==> config.mk <==
export PLATFORM = sky130hd
export DESIGN_NAME = pipe_hazard_ctrl
export DESIGN_NICKNAME = d
export VERILOG_FILES = /design/src/rtl/pipe_hazard_ctrl.sv
export SDC_FILE = /design/constraint.sdc
export NUM_CORES = 1
export LEC_CHECK = 0
export CAP_MARGIN = 20
export CORE_MARGIN = 1
export CORE_UTILIZATION = 40
export DETAILED_ROUTE_END_ITERATION = 16
export PLACE_DENSITY = 0.8
export SLEW_MARGIN = 30
export SYNTH_ARGS = -nofsm -noshare
export SYNTH_HDL_FRONTEND = slang
export SYNTH_SLANG_ARGS = --single-unit
export TNS_END_PERCENT = 20
==> constraint.sdc <==
create_clock -name clk -period 1.9 [get_ports clk]
set_input_delay 0.38 -clock clk [delete_from_list [all_inputs] [get_ports clk]]
set_output_delay 0.38 -clock clk [all_outputs]
set_load 0.02 [all_outputs]
==> src/rtl/pipe_hazard_ctrl.sv <==
// pipe_hazard_ctrl
// ----------------
// Central pipeline sequencer for the 5-stage core. Owns the stall, flush and
// bubble controls for the IF/ID and ID/EX registers and the PC. It also holds
// a table of 2-bit saturating branch-history counters. The table predicts at
// fetch (IF_take) and is trained from EX resolution.
//
// Parameters
//   BHT_DEPTH   number of 2-bit counters (power of two, 4..256)
//   MEM_TIMEOUT busy cycles tolerated in MEMWAIT before mem_err (2..1023)
//
// Ports
//   clk, reset          clock, asynchronous active-low reset
//   IF_pc / IF_take     fetch address / taken prediction for it
//   ID_rs1, ID_rs2      sources of the instruction in ID
//   ID_EX_rd            destination of the instruction in EX
//   ID_EX_mem_read      instruction in EX is a load
//   EX_branch, EX_zero  EX holds a conditional branch / its outcome (1 = taken)
//   EX_take, EX_pc      prediction made for that branch / its address
//   dmem_busy           data memory not ready
//   pc_hold, EX_stall   freeze PC / hold IF/ID
//   ex_hold             hold ID/EX and later stages
//   flush               squash IF/ID and ID/EX (mispredict)
//   id_ex_bubble        load a NOP into ID/EX
//   mem_err             sticky memory-timeout flag
//   state               FSM state (RUN=0, LDUSE=1, MEMWAIT=2, ERR=3)
//
// Optional build macro PIPE_HAZARD_PERF_EN adds the perf_stall_cnt,
// perf_flush_cnt and perf_br_cnt outputs. These are free-running 32-bit
// event counters.
//
// All controls are combinational from the registered state and the current
// inputs. The controls are gated by reset, so asserting reset drops them at
// once.

module pipe_hazard_ctrl #(
  parameter int unsigned BHT_DEPTH   = 16,
  parameter int unsigned MEM_TIMEOUT = 64
) (
  input  logic        clk,
  input  logic        reset,
  input  logic [31:0] IF_pc,
  output logic        IF_take,
  input  logic [4:0]  ID_rs1,
  input  logic [4:0]  ID_rs2,
  input  logic [4:0]  ID_EX_rd,
  input  logic        ID_EX_mem_read,
  input  logic        EX_branch,
  input  logic        EX_zero,
  input  logic        EX_take,
  input  logic [31:0] EX_pc,
  input  logic        dmem_busy,
  output logic        pc_hold,
  output logic        EX_stall,
  output logic        ex_hold,
  output logic        flush,
  output logic        id_ex_bubble,
  output logic        mem_err,
  output logic [1:0]  state
`ifdef PIPE_HAZARD_PERF_EN
  ,
  output logic [31:0] perf_stall_cnt,
  output logic [31:0] perf_flush_cnt,
  output logic [31:0] perf_br_cnt
`endif
);

  localparam int unsigned IW      = $clog2(BHT_DEPTH);
  localparam logic [9:0]  TIMEOUT = 10'(MEM_TIMEOUT);

  typedef enum logic [1:0] {
    RUN     = 2'd0,
    LDUSE   = 2'd1,
    MEMWAIT = 2'd2,
    ERR     = 2'd3
  } state_t;

  state_t     state_q, state_d;
  logic [9:0] wait_cnt_q, wait_cnt_d;

  logic          hold_c;
  logic          stall_c;
  logic          bubble_c;
  logic          flush_c;
  logic          mispredict;
  logic          lduse;
  logic          train;
  logic [IW-1:0] if_idx;
  logic [IW-1:0] ex_idx;
  logic [1:0]    ex_ctr;
  logic [1:0]    ex_ctr_next;
  logic [1:0]    bht_rd [BHT_DEPTH];

  // Only the word-index bits of the PCs select a counter.
  logic unused_pc_bits;
  assign unused_pc_bits = ^{IF_pc[31:IW+2], IF_pc[1:0], EX_pc[31:IW+2], EX_pc[1:0]};

  assign if_idx = IF_pc[IW+1:2];
  assign ex_idx = EX_pc[IW+1:2];

  // ---------------------------------------------------------------------------
  // Hazard detection
  // ---------------------------------------------------------------------------
  // ex_hold is high in any state while memory is busy, and always high in ERR.
  // It must be resolved before mispredict, because a held EX stage neither
  // flushes nor trains.
  assign hold_c     = dmem_busy | (state_q == ERR);
  assign mispredict = EX_branch & (EX_zero != EX_take) & ~hold_c;
  assign lduse      = ID_EX_mem_read & (ID_EX_rd != 5'd0) &
                      ((ID_EX_rd == ID_rs1) | (ID_EX_rd == ID_rs2));
  assign train      = EX_branch & ~hold_c;

  // The cycle in which a memory wait releases is quiet, so a flush is
  // suppressed there as well.
  assign flush_c = mispredict & (state_q != MEMWAIT);

  // ---------------------------------------------------------------------------
  // Sequencer next-state logic
  // ---------------------------------------------------------------------------
  always_comb begin
    state_d    = state_q;
    wait_cnt_d = '0;
    stall_c    = 1'b0;
    bubble_c   = 1'b0;
    case (state_q)
      RUN, LDUSE: begin
        if (dmem_busy) begin
          stall_c    = 1'b1;
          state_d    = MEMWAIT;
          wait_cnt_d = 10'd1;
        end else if (mispredict) begin
          state_d = RUN;
        end else if ((state_q == RUN) && lduse) begin
          // LDUSE never re-raises the bubble, so each hazard costs one cycle.
          stall_c  = 1'b1;
          bubble_c = 1'b1;
          state_d  = LDUSE;
        end else begin
          state_d = RUN;
        end
      end
      MEMWAIT: begin
        if (dmem_busy) begin
          stall_c = 1'b1;
          if (wait_cnt_q == TIMEOUT) begin
            state_d = ERR;
          end else begin
            state_d    = MEMWAIT;
            wait_cnt_d = wait_cnt_q + 10'd1;
          end
        end else begin
          state_d = RUN;
        end
      end
      ERR: begin
        stall_c = 1'b1;
        state_d = ERR;
      end
      default: begin
        state_d = RUN;
      end
    endcase
  end

  always_ff @(posedge clk or negedge reset) begin
    if (!reset) begin
      state_q    <= RUN;
      wait_cnt_q <= '0;
    end else begin
      state_q    <= state_d;
      wait_cnt_q <= wait_cnt_d;
    end
  end

  // ---------------------------------------------------------------------------
  // Outputs
  // ---------------------------------------------------------------------------
  assign pc_hold      = reset & stall_c;
  assign EX_stall     = reset & stall_c;
  assign ex_hold      = reset & hold_c;
  assign flush        = reset & flush_c;
  assign id_ex_bubble = reset & bubble_c;
  assign mem_err      = (state_q == ERR);
  assign state        = state_q;

  // ---------------------------------------------------------------------------
  // Branch history table
  // ---------------------------------------------------------------------------
  // The prediction is read combinationally. The read returns the value from
  // before any update made at the coming edge.
  assign IF_take = bht_rd[if_idx][1];
  assign ex_ctr  = bht_rd[ex_idx];

  always_comb begin
    ex_ctr_next = ex_ctr;
    if (EX_zero) begin
      if (ex_ctr != 2'b11) ex_ctr_next = ex_ctr + 2'd1;
    end else begin
      if (ex_ctr != 2'b00) ex_ctr_next = ex_ctr - 2'd1;
    end
  end

  for (genvar g = 0; g < BHT_DEPTH; g++) begin : g_bht
    logic [1:0] ctr_q;

    always_ff @(posedge clk or negedge reset) begin
      if (!reset) begin
        ctr_q <= 2'b01;
      end else if (train && (ex_idx == IW'(g))) begin
        ctr_q <= ex_ctr_next;
      end
    end

    assign bht_rd[g] = ctr_q;
  end

`ifdef PIPE_HAZARD_PERF_EN
  // ---------------------------------------------------------------------------
  // Performance counters (wrap at 2^32)
  // ---------------------------------------------------------------------------
  logic [31:0] perf_stall_q;
  logic [31:0] perf_flush_q;
  logic [31:0] perf_br_q;

  always_ff @(posedge clk or negedge reset) begin
    if (!reset) begin
      perf_stall_q <= '0;
      perf_flush_q <= '0;
      perf_br_q    <= '0;
    end else begin
      if (pc_hold) perf_stall_q <= perf_stall_q + 32'd1;
      if (flush)   perf_flush_q <= perf_flush_q + 32'd1;
      if (train)   perf_br_q    <= perf_br_q + 32'd1;
    end
  end

  assign perf_stall_cnt = perf_stall_q;
  assign perf_flush_cnt = perf_flush_q;
  assign perf_br_cnt    = perf_br_q;
`endif

endmodule

Word-level counts from Yosys, hierarchy flattened

Cells that the tools add are included.

Flip-flop bits (word level): 44
Output and inout bits: 9
Logic and storage cells: 110

Add/subtract/negate cells: 3
Magnitude comparators: 2
Eq/ne operators: 24
Mux-type cells: 26
Bitwise logic cells: 15
Reduce and logical (&&, ||, !) cells: 22

Operators by type and width:

| operator                                                               | number |
|---|---|
| 4-bit equality test, second input constant                             | 8 |
| 10-bit two-way mux                                                     | 2 |
| 10-bit case mux with 2 select lines                                    | 1 |
| 2-bit two-way mux                                                      | 9 |
| 1-bit logical AND                                                      | 17 |
| 2-bit binary-select mux with 4-bit select                              | 2 |
| 4-bit by 3-bit equality test with 1-bit output, second input constant  | 4 |
| 10-bit by 1-bit adder with 10-bit output, second input constant        | 1 |
| 1-bit AND                                                              | 10 |
| 10-bit by 7-bit equality test with 1-bit output, second input constant | 1 |
| 5-bit equality test                                                    | 2 |
| 5-bit >= comparator, second input constant                             | 2 |
| 1-bit two-way mux                                                      | 10 |
| 4-bit inverter with 5-bit output                                       | 2 |
| 4-bit by 2-bit equality test with 1-bit output, second input constant  | 2 |
| 2-bit case mux with 3 select lines                                     | 1 |
| 5-bit nonzero test                                                     | 1 |
| 2-bit equality test, second input constant                             | 2 |
| 4-bit by 1-bit equality test with 1-bit output, second input constant  | 1 |
| 4-bit zero test                                                        | 1 |
| 2-bit inequality test, second input constant                           | 2 |
| 1-bit case mux with 3 select lines                                     | 1 |
| 2-bit by 1-bit adder with 2-bit output, second input constant          | 1 |
| 2-bit by 1-bit equality test with 1-bit output, second input constant  | 1 |
| 7 further kinds                                                        | 8 |

Logic depth before layout (Yosys ltp)

Gate-level depths: netlist of run 1.

Word-level depth: 9
Depth in mapped cells: 8

Worst setup path before layout of run 1

No wires, ideal clock.

Path kind: reg2out
Start point: register state_q[0] (netlist: state[0])
End point: output pc_hold
Data arrival time: 1.827 ns
Data required time: 1.520 ns
Setup slack: -0.307 ns
Cell stages (with the launch flop): 6
Cell sequence: dfrtp_1 -> a21oi_1 -> a31oi_1 -> o21ai_0 -> a21boi_0 -> buf_4

Longest elaborated chain between the ends: 8
Elaborated cells on any way between the ends: 14

RTL lines:

| what                                   | line     | text |
|---|---|---|
| start, declared                        | 78       | `state_t state_q, state_d;` |
| start signal, assigned                 | 170      | `state_q <= state_d;` |
| 2-bit equality test                    | 107, 125 |  |
| 1-bit OR                               | 107      | `assign hold_c = dmem_busy \| (state_q == ERR);` |
| 1-bit inverter                         | 108      | `assign mispredict = EX_branch & (EX_zero != EX_take) & ~hold_c;` |
| 1-bit AND                              | 108      |  |
| 1-bit two-way mux                      | 131      | `end else if (mispredict) begin` |
| 1-bit two-way mux                      | 127      | `if (dmem_busy) begin` |
| 1-bit case mux with 3 select lines (*) | 125      | `case (state_q)` |
| 1-bit AND (*)                          | --       |  |
| end, declared                          | 53       | `output logic pc_hold,` |

Mark *: on every way between the ends. The rest lies on a longest branch, timed or not.

Final worst setup path of run 1

Start point: register g_bht[15].ctr_q[1]
End point: output IF_take

Longest elaborated chain between the ends: 3

RTL lines:

| what                                                  | line | text |
|---|---|---|
| start, declared                                       | 204  | `logic [1:0] ctr_q;` |
| start signal, assigned                                | 210  | `ctr_q <= ex_ctr_next;` |
| 2-bit binary-select mux with 4-bit select             | 191  | `assign IF_take = bht_rd[if_idx][1];` |
| 2-bit two-way mux (not written as such) (2 in series) | 191  |  |
| end, declared                                         | 43   | `output logic IF_take,` |

No other way between the ends. The select of a mux whose other input is x is not followed.

==> out/results.ini, run 1 <==
[worst_setup_path]
critPathTopFamily=multiplexers
end_kind=output pin
cp_common_cell=mux4_2
cp.required_ns=1.52
slowest_stage=mux4_2
worstPathCellList=mux4_2 > mux4_2 > buf_6
reg2reg_from=g_bht[14].ctr_q[1]
rr_endpoint=g_bht[15].ctr_q[1]
crit_end=IF_take
reg2regPathDepth=6
path_class=reg -> out
worst-path-stages=3
critPathMaxStageDelay_ns=0.49
worstPathArrival_ns=1.84
cp-startpoint=g_bht[15].ctr_q[1]
reg2reg_slack_ns=-0.04
crit_fanout=2
crit_buf_inv=1
start_kind=flop

[logic_synthesis]
yosysTopAreaCell=dfrtp_1
netlist_instances=224
synth-seq-area-share=0.430
synth_top_family_by_area=multiplexers
synth_edf_count=0
synthesis.area_mm2=0.00261
postSynthAreaPerCell_um2=11.6
synth_top_area_frac=0.269
synthMuxAreaShare=0.288
synth_area_leaders=dfrtp_1 27%, dfstp_2 16%, mux2_2 14%
synth_xor_area_frac=0.0638
synth.distinct_cells=42
synth-simple-area-share=0.135
synthTopCellsByCount=32 x mux2_2, 28 x dfrtp_1, 17 x nand2_1
async_reset_ff_frac=1.00
yosys.cell_count.top_type=mux2_2
synth-seq-cells=44
yosysWarnings=0
synth_compound_area_frac=0.0427
synthAdderAreaFrac=0.00960
syn-num-nets=312
synthFlopType=dfrtp_1

[flow_run]
maxCapViolCount=0

[layout]
post-route-util=0.589
area_growth_pct=42.6
n_antenna_cell=0
drive_gt1_frac=0.489
fin_nets=406

[power]
p_switching_mw=0.725
internal_power_mw=1.90
powerDensity_mw_per_mm2=707
power.share.sequential=0.458
p_leak_nw=1.64
clkPwrFrac=0.273
combPwrFrac=0.269
p_sw_frac=0.276
irDropWorstVdd_uv=376

[clocking]
clkTransAtPathRegs_ns=0.08
cts_buffers=5
htree_levels=2
cts_sinks=44
cts_tree=built
insertion_delay_ns=0.31
cts_buffer_depth=2
root_buffer=clkbuf_8

[timing]
fmax_mhz=450
layout_setup_ws_ns=-0.321
tightest_slew_ns=0.525
relSlewSlack=0.650
period_needed_ns=2.22
skew_ns=0.0112
finalHoldViolCount=0
maxSlewViolCount=0
setup_tns_ns=-1.03
setup-violations-final=21
finalCritPeriodShare=1.17
rsz0062_at_grt=true

[global_route]
grt_overflow=0
antenna_found_initial=0
grt_pass1_vias=2291
grt_pass1_wl_um=10600
grt_max_degree=44
grt_use_total=0.212

[die]
die-width_um=82.7
die-area_mm2=0.00685
chipHeight_um=82.7
rows=29
top_level_ports=95
initial_core_util=0.413
coreArea_mm2=0.00631

[drt]
first_pass_iters=4
final_antenna_net_count=0
met2_length_um=3460
drc=0
top_layer_used=met4
route.layer.met1.wl_um=2800
vias=2193
wl_um=6780
dr_wl_met3_um=394
routed_via_density=5.54
drt-wirelength-per-cell_um=17.1
drt_iter0_markers=116

[status]
status=finished with violations
failed_checks=negative setup slack

[placement]
io_buffers=38
gp_congestion=0.864
hpwl_um=4700

[worst_hold_path]
hp-class=in -> async

power groups by stage:
stage | combinational (mW) | sequential, mW | clock (mW)
2_1_floorplan | 0.353 | 1.19 | 0
3_3_place_gp | 0.599 | 1.20 | 0
3_5_place_dp | 0.624 | 1.21 | 0
4_1_cts | 0.651 | 1.19 | 0.723
5_1_grt | 0.761 | 1.22 | 0.764
6_report | 0.707 | 1.20 | 0.717
layer usage:
layer,vias up,global-route usage
met2,87,0.352
met1,1092,0.268
met3,10,0.0462
met4,0,0.0828
met5,-,0
li1,1004,-
layout make-up:
| cell class | count | area [µm²] |
|---|---|---|
| clock buffer | 5 | 68.8 |
| clock inverter | 3 | 42.5 |
| fill | 518 | 2600 |
| inverter | 10 | 37.5 |
| multi-input combinational | 163 | 1560 |
| sequential | 44 | 1120 |
| tap | 77 | 96.3 |
| timing repair buffer | 94 | 793 |
how the worst min path moves through the flow:
stage / start / endpoint / slack (ns)
after floorplan: reset / g_bht[0].ctr_q[1] / 0.08
after global placement: reset / state[1] / 0.20
after detailed placement: reset / state[1] / 0.20
after CTS: reset / g_bht[6].ctr_q[1] / 0.25
after global routing: reset / wait_cnt_q[8] / 0.27
final: reset / wait_cnt_q[7] / 0.23
per-stage QoR:
| step | instances | total power [mW] | instance area (µm²) | setup slack [ns] | hold WS (ns) |
|---|---|---|---|---|---|
| after floorplan | 224 | 1.54 | 2620 | -0.0524 | 0.0844 |
| after global placement | 381 | 1.80 | 3420 | -1.04 | 0.202 |
| after detailed placement | 381 | 1.83 | 3420 | -1.10 | 0.199 |
| after CTS | 394 | 2.57 | 3610 | -0.316 | 0.252 |
| after global routing | 396 | 2.74 | 3720 | -0.364 | 0.274 |
| final | 396 | 2.63 | 3720 | -0.321 | 0.227 |
registers in the layout, summed over array words and instances, names as in the netlist:
register / cells
g_bht.ctr_q: 32
wait_cnt_q: 10
state: 2
layout by cell type, fill, tap and decap left out, types with 8 or more instances in the layout:
| cell type | count |
|---|---|
| buf_4 | 51 |
| buf_6 | 9 |
| clkdlybuf4s50_1 | 12 |
| dfrtp_1 | 28 |
| dfstp_2 | 16 |
| dlygate4sd2_1 | 14 |
| inv_1 | 9 |
| mux2_2 | 26 |
| mux4_2 | 11 |
| nand2_1 | 17 |
| nand3_1 | 8 |
| nor2_1 | 14 |
| xnor2_1 | 9 |
| xor2_1 | 10 |
cell families after synthesis:
logic type	count (synthesis)
AND/OR/NAND/NOR	70
multiplexers	55
flip-flops	44
XOR/XNOR	19
AO/OA/AOI/OAI	17
buffers and inverters	17
adder cells (fa/ha/maj)	2
timing repair:
action / in CTS / in global routing
pin swaps: 16 / 8
hold buffers: 1 / 0
setup buffers: 4 / 3
setup endpoints to repair: 39 / 34
resized for setup: 79 / 24
endpoints found under the hold margin: 1 / 0
Power figures use the tool's default switching activity.
==> run 2: changes to the inputs <==
--- a/config.mk
+++ b/config.mk
@@ -5,9 +5,10 @@
 export SDC_FILE = /design/constraint.sdc
 export NUM_CORES = 1
 export LEC_CHECK = 0
-export CAP_MARGIN = 20
+export CAP_MARGIN = 30
 export CORE_MARGIN = 1
 export CORE_UTILIZATION = 40
+export CTS_BUF_LIST = sky130_fd_sc_hd__clkbuf_2 sky130_fd_sc_hd__clkbuf_4 sky130_fd_sc_hd__clkbuf_8
 export DETAILED_ROUTE_END_ITERATION = 16
 export PLACE_DENSITY = 0.8
 export SLEW_MARGIN = 30
==> results of run 2 <==
Same layout as run 1: the final DEF is identical, and so are final timing and power.
==> run 3: changes to the inputs <==
==> constraint.sdc (replaced) <==
create_clock -name clk -period 1.9 [get_ports clk]
set_input_delay 0.38 -clock clk [delete_from_list [all_inputs] [get_ports clk]]
set_output_delay 0.38 -clock clk [all_outputs]
set_load 0.05 [all_outputs]
==> out/results.ini, run 3 (synthesis gave the netlist of run 1 again) <==
[layout]
n_antenna_cell=0  ; unchanged
largest_reg_flops=32  ; unchanged
final_common_cell=buf_4
multiInputGateArea_mm2=0.00160  ; +2.4%
stdcell_count=392  ; -1.0%
area_growth_pct=43.4
drive_gt1_frac=0.508  ; +0.0189
final_cell_mix=47 x buf_4, 30 x mux2_2, 26 x dfrtp_1
regArea_mm2=0.00112  ; +0.22%
fin_nets=402  ; -0.99%
regMostFlops=g_bht.ctr_q
n_fill_cell=509  ; -1.7%
post-route-util=0.592  ; +0.00337

[flow_run]
maxCapViolCount=0  ; unchanged

[global_route]
top_usage_layer=met2
grt_max_degree=43  ; -2.3%
antenna_found_initial=0  ; unchanged
grt_pass1_wl_um=10200  ; -4.3%
grt_use_total=0.200  ; -0.0113
globalRouteMet1Util=0.260  ; -0.00818
grt_overflow=0  ; unchanged
grtUsageMet2=0.331  ; -0.0205
use_met3=0.0352  ; -0.0110
grt_pass1_vias=2108  ; -8.0%

[worst_setup_path]
end_kind=output pin
worstPathArrival_ns=1.84  ; about the same
start_kind=flop
crit_fanout=2  ; unchanged
path_class=reg -> out
cp.required_ns=1.52  ; about the same

[clocking]
cts_tree=built
clkTransAtPathRegs_ns=0.08  ; about the same
cts_sinks=44  ; unchanged
htree_levels=2  ; unchanged
insertion_delay_ns=0.30  ; about the same
cts_buffers=5  ; unchanged
root_buffer=clkbuf_8
cts_buffer_depth=2  ; unchanged

[die]
die-width_um=82.7  ; unchanged
coreArea_mm2=0.00631  ; unchanged
chipHeight_um=82.7  ; unchanged
die-area_mm2=0.00685  ; unchanged
initial_core_util=0.413  ; unchanged
rows=29  ; unchanged
top_level_ports=95  ; unchanged

[timing]
maxSlewViolCount=0  ; unchanged
rsz0062_at_grt=true
fmax_mhz=450  ; about the same
finalHoldViolCount=0  ; unchanged
finalCritPeriodShare=1.17  ; about the same
period_needed_ns=2.22  ; -0.000337 ns
layout_setup_ws_ns=-0.321  ; +0.000337 ns
fin_hold_ws_ns=0.257  ; +0.0299 ns
tightest_slew_ns=0.511  ; -0.0140 ns
relSlewSlack=0.659  ; +0.00932
skew_ns=0.00650  ; -0.00467 ns
setup_tns_ns=-1.14  ; -0.118 ns
setup-violations-final=13  ; -38%

[drt]
drt-wirelength-per-cell_um=16.3  ; -4.8%
vias=2154  ; -1.8%
first_pass_iters=4  ; unchanged
drt_iter0_markers=171  ; +47%
final_antenna_net_count=0  ; unchanged
routed_via_density=5.49  ; -0.78%
drc=0  ; unchanged
wl_um=6390  ; -5.7%

[power]
p_leak_nw=1.64  ; -0.27%
powerDensity_mw_per_mm2=669  ; -5.4%
irDropWorstVdd_uv=346  ; -7.8%

[status]
status=finished with violations
failed_checks=negative setup slack

[placement]
io_buffers=38  ; unchanged
placed_cells=362  ; -5.0%
hpwl_um=4440  ; -5.6%
gp_congestion=0.833  ; -3.7%

[worst_hold_path]
hp-class=in -> async

==> run 3: changes by cell type in the layout (fill, tap and decap cells not counted), moves of 2 or more <==
cell and change:
nor3_4 +2, nor3b_2 -3, buf_4 -4, dfrtp_2 +2, dlygate4sd2_1 -5, nor3_2 -3
dfrtp_1 -2, buf_6 +2, mux2_2 +4, nor3b_4 +2, mux2_4 -4, buf_12 +2
==> run 3: through the flow <==
stage	worst slack, ns	power (mW)	instance area [µm²]
CTS	-0.306	2.47	3630
global route	-0.354	2.63	3740
global placement	-0.716	1.79	3330
floorplan	-0.110	1.57	2660
finish	-0.321	2.50	3740
detailed placement	-0.728	1.81	3330
==> run 3: final cells by class <==
type                            instances  area share
Multi-Input combinational cell        163       0.427
Inverter                               10      0.0100
Clock inverter                          2     0.00268
Clock buffer                            6      0.0221
Tap cell                               77      0.0258
Sequential cell                        44       0.301
Timing Repair Buffer                   90       0.212
==> run 3: critical path: stages, from the launching register on <==
cell and delay [ns]:
dfrtp_1 0.41, mux4_2 0.47, mux4_2 0.50, buf_6 0.17
==> run 3: final timing paths <==
check	start	cells after the start	slack [ns]	end
worst max register to register	g_bht[11].ctr_q[1]	6	-0.02	g_bht[9].ctr_q[1]
max in group asynchronous	reset	2	1.22	state[1]
worst min-delay path	reset	2	0.26	wait_cnt_q[5]
worst max-delay path	g_bht[15].ctr_q[1]	3	-0.32	IF_take
min in group clk	dmem_busy	3	0.52	state[0]
worst min register to register	wait_cnt_q[0]	1	0.54	wait_cnt_q[0]
==> run 3: per-layer routing <==
layer  routed length [µm]  vias to the layer above  part of all wire
met4                  133                        0             0.021
met2                 3210                       91              0.50
met5                    0                        -                 0
li1                     -                      997                 -
met3                  410                       14             0.064
met1                 2640                     1052              0.41
==> run 3: power breakdown <==
part / internal, mW / leakage, nW / total [mW] / switching [mW]
combinational: 0.380 / 1.04 / 0.707 / 0.327
clock: 0.290 / 0.0510 / 0.597 / 0.307
sequential: 1.12 / 0.548 / 1.20 / 0.0796
total: 1.79 / 1.64 / 2.50 / 0.714
==> run 3: repair_timing <==
| action | 4_1_cts | 5_1_grt |
|---|---|---|
| hold endpoints to repair | 2 | 0 |
| buffers inserted | 16 | 5 |
| setup endpoints to repair | 37 | 29 |
| resized for setup | 61 | 17 |
| gates cloned | 0 | 0 |
| pin swaps | 19 | 11 |
| hold buffers | 1 | 0 |
